$ cat src/rtl/slot_release_exit.sv
// Exit-side slot release: validates the exiting flat against the shared occupancy
// vector, hands a clear request to the table owner, then times the exit barrier.
module slot_release_exit #(
  parameter int N           = 8,
  parameter int GATE_CYCLES = 16,
  parameter int ACK_TIMEOUT = 8
) (
  input  logic                 clk,
  input  logic                 rst_n,
  input  logic                 exit_req,
  input  logic [$clog2(N):0]   exit_flat,
  input  logic [N:0]           occ_vec,
  output logic                 clr_valid,
  output logic [$clog2(N):0]   clr_idx,
  input  logic                 clr_ack,
  output logic                 busy,
  output logic                 exit_done,
  output logic                 exit_err,
  output logic [1:0]           err_code,
  output logic                 gate_open,
  output logic [$clog2(N):0]   free_count
);

  localparam int W    = $clog2(N) + 1;
  localparam int TMAX = (GATE_CYCLES > ACK_TIMEOUT) ? GATE_CYCLES : ACK_TIMEOUT;
  localparam int TW   = $clog2(TMAX + 1);

  localparam logic [W-1:0]  IDX_MAX   = W'(N);
  localparam logic [W-1:0]  CNT_ONE   = W'(1);
  localparam logic [TW-1:0] TMR_ONE   = TW'(1);
  localparam logic [TW-1:0] GATE_LOAD = TW'(GATE_CYCLES - 1);
  localparam logic [TW-1:0] ACK_LOAD  = TW'(ACK_TIMEOUT - 1);
  localparam logic [N:0]    SLOT_ONE  = (N+1)'(1);
  localparam logic [1:0]    ERR_FLAT  = 2'b01;
  localparam logic [1:0]    ERR_EMPTY = 2'b10;
  localparam logic [1:0]    ERR_TMO   = 2'b11;

  typedef enum logic [2:0] {S_IDLE, S_CHECK, S_CLEAR, S_GATE, S_DENY} state_t;

  state_t          r_state, w_state_nxt;
  logic [W-1:0]    r_clr_idx, w_clr_idx_nxt;
  logic            r_clr_valid, w_clr_valid_nxt;
  logic            r_exit_done, w_exit_done_nxt;
  logic            r_exit_err, w_exit_err_nxt;
  logic [1:0]      r_err_code, w_err_code_nxt;
  logic            r_gate_open, w_gate_open_nxt;
  logic [TW-1:0]   r_timer, w_timer_nxt;
  logic [W-1:0]    r_free_count, w_free;
  logic            w_idx_bad, w_slot_occ;

  // Mask-based select keeps out-of-range indices harmless; they are rejected anyway.
  assign w_idx_bad  = (r_clr_idx == '0) || (r_clr_idx > IDX_MAX);
  assign w_slot_occ = |(occ_vec & (SLOT_ONE << r_clr_idx));

  always_comb begin
    w_free = '0;
    for (int k = 1; k <= N; k++) begin
      if (!occ_vec[k]) w_free = w_free + CNT_ONE;
    end
  end

  always_comb begin
    w_state_nxt     = r_state;
    w_clr_idx_nxt   = r_clr_idx;
    w_clr_valid_nxt = 1'b0;
    w_exit_done_nxt = 1'b0;
    w_exit_err_nxt  = 1'b0;
    w_err_code_nxt  = 2'b00;
    w_gate_open_nxt = 1'b0;
    w_timer_nxt     = r_timer;
    case (r_state)
      S_IDLE: begin
        if (exit_req) begin
          w_clr_idx_nxt = exit_flat;
          w_state_nxt   = S_CHECK;
        end
      end
      S_CHECK: begin
        if (w_idx_bad) begin
          w_state_nxt    = S_DENY;
          w_exit_err_nxt = 1'b1;
          w_err_code_nxt = ERR_FLAT;
        end else if (!w_slot_occ) begin
          w_state_nxt    = S_DENY;
          w_exit_err_nxt = 1'b1;
          w_err_code_nxt = ERR_EMPTY;
        end else begin
          w_state_nxt     = S_CLEAR;
          w_clr_valid_nxt = 1'b1;
          w_timer_nxt     = ACK_LOAD;
        end
      end
      S_CLEAR: begin
        // Ack is checked first so it wins over a timeout in the same cycle.
        if (clr_ack) begin
          w_state_nxt     = S_GATE;
          w_exit_done_nxt = 1'b1;
          w_gate_open_nxt = 1'b1;
          w_timer_nxt     = GATE_LOAD;
        end else if (r_timer == '0) begin
          w_state_nxt    = S_DENY;
          w_exit_err_nxt = 1'b1;
          w_err_code_nxt = ERR_TMO;
        end else begin
          w_clr_valid_nxt = 1'b1;
          w_timer_nxt     = r_timer - TMR_ONE;
        end
      end
      S_GATE: begin
        if (r_timer == '0) begin
          w_state_nxt = S_IDLE;
        end else begin
          w_gate_open_nxt = 1'b1;
          w_timer_nxt     = r_timer - TMR_ONE;
        end
      end
      S_DENY:  w_state_nxt = S_IDLE;
      default: w_state_nxt = S_IDLE;
    endcase
  end

  always_ff @(posedge clk or negedge rst_n) begin
    if (!rst_n) begin
      r_state      <= S_IDLE;
      r_clr_idx    <= '0;
      r_clr_valid  <= 1'b0;
      r_exit_done  <= 1'b0;
      r_exit_err   <= 1'b0;
      r_err_code   <= 2'b00;
      r_gate_open  <= 1'b0;
      r_timer      <= '0;
      r_free_count <= '0;
    end else begin
      r_state      <= w_state_nxt;
      r_clr_idx    <= w_clr_idx_nxt;
      r_clr_valid  <= w_clr_valid_nxt;
      r_exit_done  <= w_exit_done_nxt;
      r_exit_err   <= w_exit_err_nxt;
      r_err_code   <= w_err_code_nxt;
      r_gate_open  <= w_gate_open_nxt;
      r_timer      <= w_timer_nxt;
      r_free_count <= w_free;
    end
  end

  assign clr_valid  = r_clr_valid;
  assign clr_idx    = r_clr_idx;
  assign busy       = (r_state != S_IDLE);
  assign exit_done  = r_exit_done;
  assign exit_err   = r_exit_err;
  assign err_code   = r_err_code;
  assign gate_open  = r_gate_open;
  assign free_count = r_free_count;

endmodule

$ cat config.mk
export PLATFORM = sky130hd
export DESIGN_NAME = slot_release_exit
export DESIGN_NICKNAME = d
export VERILOG_FILES = /design/src/rtl/slot_release_exit.sv
export SDC_FILE = /design/constraint.sdc
export NUM_CORES = 1
export LEC_CHECK = 0
export CAP_MARGIN = 20
export CORE_ASPECT_RATIO = 1.5
export CORE_MARGIN = 3
export CORE_UTILIZATION = 55
export CTS_BUF_LIST = sky130_fd_sc_hd__clkbuf_8
export CTS_CLUSTER_SIZE = 30
export DETAILED_ROUTE_END_ITERATION = 10
export PLACE_DENSITY = 0.83
export SLEW_MARGIN = 20
export SYNTH_ARGS = -nofsm -noshare
export SYNTH_HDL_FRONTEND = slang
export SYNTH_SLANG_ARGS = --single-unit
export TNS_END_PERCENT = 1
$ cat constraint.sdc
create_clock -name clk -period 3.1 [get_ports clk]
set_input_delay 0.62 -clock clk [delete_from_list [all_inputs] [get_ports clk]]
set_output_delay 0.62 -clock clk [all_outputs]
set_load 0.01 [all_outputs]
==> results.py, run 1 <==
metrics = {
    "placed_design": {
        "gp_congestion": 0.833,
        "port-buffer-count": 30,
        "placed_cells": 276,
        "post-dp-hpwl_um": 3450,
        "place_area_um2": 2300,
    },
    "run": {
        "max_cap_viol_count": 0,
    },
    "finish": {
        "final_net_count": 270,
        "drive_above_1_share_pct": 24.3,
        "finish.cell_count_without_fillers": 282,
        "final_cell_mix": "26 x sky130_fd_sc_hd__clkdlybuf4s50_1, 26 x sky130_fd_sc_hd__buf_4, 22 x sky130_fd_sc_hd__dfrtp_1, 15 x sky130_fd_sc_hd__nand2_1, 13 x sky130_fd_sc_hd__nor2_1",
        "antenna_cells_inserted": 0,
        "register_area_um2": 551,
        "multi_input_comb_area_um2": 1170,
        "finalInstanceArea_um2": 2400,
        "fillCellCount": 201,
        "flow.area_growth_from_synthesis_pct": 39.4,
    },
    "yosys": {
        "post_synthesis_sequential_element_count": 22,
        "seq_area_frac_synth_pct": 32.0,
        "total_standard_cell_area_after_synthesis_um2": 1720,
        "synth.lib_cells_used.distinct": 48,
        "synth.avg_cell_area_um2": 8.97,
        "prevailing_post_synth_register_cell": "sky130_fd_sc_hd__dfrtp_1",
        "synth.net_count": 218,
        "async_reset_ff_share_pct": 100,
        "synth_enable_flop_cells": 0,
        "synth_warnings": 0,
        "ys_top_cells_by_area": "sky130_fd_sc_hd__dfrtp_1 32%, sky130_fd_sc_hd__xnor2_1 6.6%, sky130_fd_sc_hd__ha_1 6.5%, sky130_fd_sc_hd__mux2_2 5.2%, sky130_fd_sc_hd__mux2i_1 4.1%",
        "netlist.top_cell.by_area": "sky130_fd_sc_hd__dfrtp_1",
        "syn_inst": 192,
        "post-synth-top-area-fraction_pct": 32.0,
    },
    "setup_path": {
        "worst-endpoint-required_ps": 3250,
        "crit_path_cell_trace": "buf_8 -> inv_8 -> ha_4 -> or2b_1 -> and2_4 -> mux2_4 -> ha_4 -> nor2_4 -> a31o_4 -> a21oi_2 -> xor2_1 -> mux2i_1 -> ha_1 -> a2bb2oi_2 -> o31ai_2 -> ha_1 -> mux2_4",
        "criticalPathCategory": "input pin to flip-flop",
        "cp_slowest_stage_delay_ps": 310,
        "worst-path-max-fanout": 3,
        "path_delay_family": "adder cells",
        "end_kind": "flip-flop",
        "critical_path_arrival_ps": 3600,
        "critPathSlowestCell": "sky130_fd_sc_hd__ha_1",
        "cp_num_buf_inv": 2,
        "setup.worst_path.start_class": "input pin",
    },
    "power": {
        "finalPower_mw": 1.76,
        "ir_drop_mv": 0.421,
        "power.density_nw_per_um2": 733,
        "power.static_leakage_nw": 1.06,
    },
    "cts": {
        "clk_pin_slew_worst_paths_ps": 70,
        "clk_latency_ps": 260,
        "cts_made_buffers": 3,
        "clock_tree.htree_level_count": 1,
        "cts_sinks": 22,
        "clock-root-buffer": "sky130_fd_sc_hd__clkbuf_8",
        "tritoncts": "yes",
        "max-clock-path-buffers": 2,
    },
    "timing": {
        "final.setup_skew_ps": 2.97,
        "grt_setup_unrepaired": "yes",
        "hold_ws_ps": 520,
        "relSlewSlack_pct": 36.7,
        "tightestPinTransition_ps": 947,
        "maxSlewViolCount": 0,
        "finalSetupViolCount": 3,
        "period_needed_ps": 3450,
        "fin_ws_ps": -351,
        "layout_worst_path_cycle_share_pct": 111,
        "report.final.hold_viol_count": 0,
        "achievable-frequency_ghz": 0.290,
    },
    "global_routing": {
        "antenna_found_initial": 0,
        "globalRouteOverflowTotal": 0,
        "largest_net_degree_at_the_start_of_global_routing": 23,
        "met1_usage_in_global_routing_pct": 22.2,
        "grt_busiest_layer": "met2",
        "grt_util_met3_pct": 4.41,
        "grt_pass1_vias": 1752,
        "grt_usage_pct": 26.2,
        "grt_util_met2_pct": 53.3,
        "global_route_wire_length_before_repair_um": 7490,
    },
    "outcome": {
        "status": "complete, but fails checks",
        "failed_checks": "setup timing",
    },
    "floorplanning": {
        "die_w_um": 51.7,
        "num_io_pins": 32,
        "floorplan.die_area_um2": 3850,
        "core_area_um2": 2940,
        "core_rows": 24,
        "start_util_pct": 58.5,
        "die-height_um": 74.5,
    },
    "drt": {
        "post_drt_via_cell_ratio": 5.77,
        "detailedRoute.firstPassIterationCount": 4,
        "detail_route.drc_violations": 0,
        "drtIter0Drc": 37,
        "routed_wl_um": 4530,
        "antenna_violating_nets_post_route": 0,
        "detailroute.via_count": 1627,
        "drt-wirelength-per-cell_um": 16.1,
    },
    "hold_path": {
        "worst_hold_path_type": "flip-flop to flip-flop",
    },
}
==> kinds of logic (layout without fill, tap and decap cells) <==
kind of cell,Yosys count,count (layout),share of synthesized area [%]
and+or+nand+nor,65,65,20.6
AOI/OAI and AO/OA,41,41,16.6
buffers and inverters,23,74,5.45
DFF,22,22,32.0
xor gates and xnor gates,17,17,9.59
muxes,15,15,9.30
adders and majority gates,9,9,6.54
==> worst reg2reg max path: cells and delay by family, from the launching register on <==
| kind | cells | cell delay [ps] |
|---|---|---|
| muxes | 1 | 270 |
| AOI/OAI and AO/OA | 5 | 1280 |
| and+or+nand+nor | 1 | 90 |
| DFF | 1 | 510 |
==> per-layer routing <==
metal / share of wire [%] / up-vias
met1: 34 / 790
li1: - / 779
met2: 58 / 38
met3: 2.7 / 20
met5: 0 / -
met4: 4.7 / 0
==> report_power, final <==
group	total, mW	switching (mW)	internal (mW)
Sequential	0.534	0.127	0.407
Combinational	1.02	0.487	0.537
Clock	0.202	0.0888	0.113
Total	1.76	0.703	1.06
==> layout make-up <==
cell class | instances | area share, %
Timing Repair Buffer | 56 | 21.1
Inverter | 14 | 3.02
Tap cell | 39 | 2.03
Clock buffer | 4 | 2.29
Sequential cell | 22 | 22.9
Multi-Input combinational cell | 147 | 48.6
==> stage by stage <==
stage	setup WS [ps]	utilization [%]	TNS (ps)
after floorplan	-370	-	-823
after global placement	-1080	78.1	-3020
after detailed placement	-1190	78.1	-3330
after CTS	-448	81.0	-1190
after global routing	-454	81.6	-1250
final	-351	81.6	-898
==> sequential cells by signal, indices dropped and copies added, names as in the netlist <==
register / cells
r_state: 3
exit_err: 1
clr_valid: 1
r_timer: 5
exit_done: 1
free_count: 4
err_code: 2
gate_open: 1
clr_idx: 4
==> repair_timing <==
item / in CTS / in global routing
pin swaps: 8 / 8
hold buffers: 0 / 0
setup buffers: 3 / 0
gates resized for setup: 12 / 11
endpoints found under the setup margin: 3 / 3
==> cell usage after synthesis (all sizes together) (4+ instances only) <==
library cell,instances
a21oi,10
a31oi,5
buf,4
clkbuf,5
dfrtp,22
ha,9
inv,14
mux2,8
mux2i,7
nand2,15
nand2b,4
nor2,14
nor2b,7
nor3,6
nor3b,5
o21ai,7
xnor2,13
==> worst paths after layout <==
path | cells after the start | slack, ps | endpoint | from
worst max-delay path | 17 | -350 | free_count[1]$_DFF_PN0_ | occ_vec[1]
worst min-delay path | 1 | 520 | r_timer[4]$_DFFE_PN0P_ | r_timer[4]$_DFFE_PN0P_
worst max register to register | 7 | 830 | r_timer[1]$_DFFE_PN0P_ | clr_idx[1]$_DFFE_PN0P_
worst min register to register | 1 | 520 | r_timer[4]$_DFFE_PN0P_ | r_timer[4]$_DFFE_PN0P_
max in group asynchronous | 1 | 1640 | free_count[2]$_DFF_PN0_ | rst_n
min in group asynchronous | 1 | 880 | r_state[0]$_DFFE_PN0P_ | rst_n
(Power assumes the default switching activity.)
==> inputs of run 2 (changes only) <==
PLACE_DENSITY = 0.85   (was 0.83)
==> run 2 against run 1 <==
Against the previous run:
- the run still ends with setup timing left
- wire length fell by 8.2%
- sequential power decreased by 3%
- utilization grew 0.98 points
- maximum frequency down 0.50%
- sequential share of layout area decreased by 0.27 points
- final cell count grew 1.1%
- via count fell by 1.4%
- total power shrank 4.0%
- non-clock buffer count rose by 4
- first-iteration DRC count up 78%
- clock power down 14%
- critical endpoint unchanged
==> results.py, run 2 (synthesized netlist as in run 1, its figures left out) <==
metrics = {
    "floorplanning": {
        "die_w_um": 51.7,
        "start_util_pct": 58.5,
        "num_io_pins": 32,
        "floorplan.die_area_um2": 3850,
        "core_area_um2": 2940,
        "die-height_um": 74.5,
        "core_rows": 24,
    },
    "timing": {
        "report.final.hold_viol_count": 0,
        "setup_tns_ps": -933,
        "fin_ws_ps": -368,
        "layout_worst_path_cycle_share_pct": 112,
        "period_needed_ps": 3470,
        "final.setup_skew_ps": 3.17,
        "relSlewSlack_pct": 34.4,
        "tightestPinTransition_ps": 981,
        "finalSetupViolCount": 3,
        "maxSlewViolCount": 0,
        "grt_setup_unrepaired": "yes",
        "achievable-frequency_ghz": 0.288,
    },
    "drt": {
        "routed_wl_um": 4160,
        "post_drt_via_cell_ratio": 5.63,
        "antenna_violating_nets_post_route": 0,
        "drtIter0Drc": 66,
        "detailroute.via_count": 1604,
        "detail_route.drc_violations": 0,
        "drt-wirelength-per-cell_um": 14.6,
        "detailedRoute.firstPassIterationCount": 4,
    },
    "setup_path": {
        "worst_r2r_endpoint": "r_timer[2]$_DFFE_PN0P_",
        "end_kind": "flip-flop",
        "worst-endpoint-required_ps": 3240,
        "setup.worst_path.start_class": "input pin",
        "worst-path-max-fanout": 4,
        "worst-r2r-cell-count": 7,
        "flop2flop_setup_slack_ps": 1040,
        "critical_path_arrival_ps": 3610,
        "criticalPathCategory": "input pin to flip-flop",
        "critical_path.reg2reg.startpoint": "clr_idx[1]$_DFFE_PN0P_",
    },
    "finish": {
        "mostFrequentLayoutCell": "sky130_fd_sc_hd__buf_4",
        "drive_above_1_share_pct": 26.0,
        "largest_register": "r_timer",
        "multi_input_comb_area_um2": 1170,
        "fillCellCount": 202,
        "register_area_um2": 551,
        "flow.area_growth_from_synthesis_pct": 41.1,
        "finalInstanceArea_um2": 2430,
        "antenna_cells_inserted": 0,
        "final_cell_mix": "30 x sky130_fd_sc_hd__buf_4, 26 x sky130_fd_sc_hd__clkdlybuf4s50_1, 22 x sky130_fd_sc_hd__dfrtp_1, 15 x sky130_fd_sc_hd__nand2_1, 13 x sky130_fd_sc_hd__nor2_1",
        "number_of_flip_flops_under_the_largest_register_name": 5,
        "final_net_count": 274,
    },
    "cts": {
        "cts_sinks": 22,
        "clock_tree.htree_level_count": 1,
        "clock-root-buffer": "sky130_fd_sc_hd__clkbuf_8",
        "cts_made_buffers": 3,
        "hold_buffers": 0,
        "max-clock-path-buffers": 2,
        "clk_pin_slew_worst_paths_ps": 70,
        "tritoncts": "yes",
        "clk_latency_ps": 260,
    },
    "run": {
        "max_cap_viol_count": 0,
    },
    "hold_path": {
        "min_delay_path_depth": 1,
        "worst_hold_startpoint": "r_timer[4]$_DFFE_PN0P_",
        "worst_hold_path_type": "flip-flop to flip-flop",
        "worst_hold_path.endpoint": "r_timer[4]$_DFFE_PN0P_",
    },
    "placed_design": {
        "place_area_um2": 2300,
        "pre_cts_ws_ps": -1290,
        "gp_congestion": 0.851,
        "port-buffer-count": 30,
        "post-dp-hpwl_um": 3290,
    },
    "power": {
        "power.density_nw_per_um2": 695,
        "ir_drop_mv": 0.575,
        "power.static_leakage_nw": 1.07,
        "finalPower_mw": 1.69,
    },
    "global_routing": {
        "grt_pass1_vias": 1620,
        "global_route_wire_length_before_repair_um": 7040,
        "antenna_found_initial": 0,
        "largest_net_degree_at_the_start_of_global_routing": 23,
        "grt_usage_pct": 23.8,
        "globalRouteOverflowTotal": 0,
    },
    "outcome": {
        "status": "complete, but fails checks",
        "failed_checks": "setup timing",
    },
}
## run 2: worst max-delay path: stages
cell	delay, ps
sky130_fd_sc_hd__buf_12	90
sky130_fd_sc_hd__inv_8	30
sky130_fd_sc_hd__ha_4	130
sky130_fd_sc_hd__or2b_1	240
sky130_fd_sc_hd__and2_4	150
sky130_fd_sc_hd__mux2_4	270
sky130_fd_sc_hd__ha_4	280
sky130_fd_sc_hd__nor2_4	40
sky130_fd_sc_hd__a31o_4	210
sky130_fd_sc_hd__a21oi_2	130
sky130_fd_sc_hd__xor2_1	210
sky130_fd_sc_hd__mux2i_1	130
sky130_fd_sc_hd__ha_1	310
sky130_fd_sc_hd__a2bb2oi_2	160
sky130_fd_sc_hd__o31ai_2	90
sky130_fd_sc_hd__ha_2	260
sky130_fd_sc_hd__mux2_4	260
## run 2: where the power goes
| part | leakage (nW) | internal, mW | switching (mW) |
|---|---|---|---|
| Clock | 0.0216 | 0.0866 | 0.0860 |
| Sequential | 0.271 | 0.407 | 0.112 |
| Combinational | 0.776 | 0.544 | 0.454 |
## run 2: final cells by class
type,count,area share [%]
Clock buffer,3,1.70
Multi-Input combinational cell,147,48.3
Sequential cell,22,22.6
Inverter,14,2.99
Timing Repair Buffer,60,22.3
Tap cell,39,2.01
## run 2: worst max path at each step
stage | from | to | slack, ps | depth (start not counted)
after global routing | occ_vec[1] | free_count[1]$_DFF_PN0_ | -500 | 16
final | occ_vec[1] | free_count[1]$_DFF_PN0_ | -370 | 17
after detailed placement | occ_vec[1] | free_count[1]$_DFF_PN0_ | -1290 | 17
after CTS | occ_vec[2] | free_count[1]$_DFF_PN0_ | -480 | 18
after global placement | occ_vec[1] | free_count[1]$_DFF_PN0_ | -1110 | 17
after floorplan | occ_vec[2] | free_count[1]$_DFF_PN0_ | -370 | 16
## run 2: repair_timing
| item | in CTS | in global routing |
|---|---|---|
| setup buffers | 3 | 3 |
| gates resized for setup | 17 | 10 |
| setup endpoints to repair | 3 | 3 |
| pin swaps | 9 | 9 |
## run 2: stage by stage
step,utilization [%],std cells,hold slack [ps]
2_1_floorplan,-,192,324
3_3_place_gp,78.3,277,500
3_5_place_dp,78.3,277,504
4_1_cts,81.3,283,540
5_1_grt,82.6,285,561
6_report,82.6,285,549
## run 2: per-layer routing
layer	vias to the layer above	GRT usage, %	part of all wire, %
li1	789	-	-
met2	43	47.0	58
met5	-	0	0
met4	0	10.2	2.4
met3	8	1.80	2.8
met1	764	25.0	37
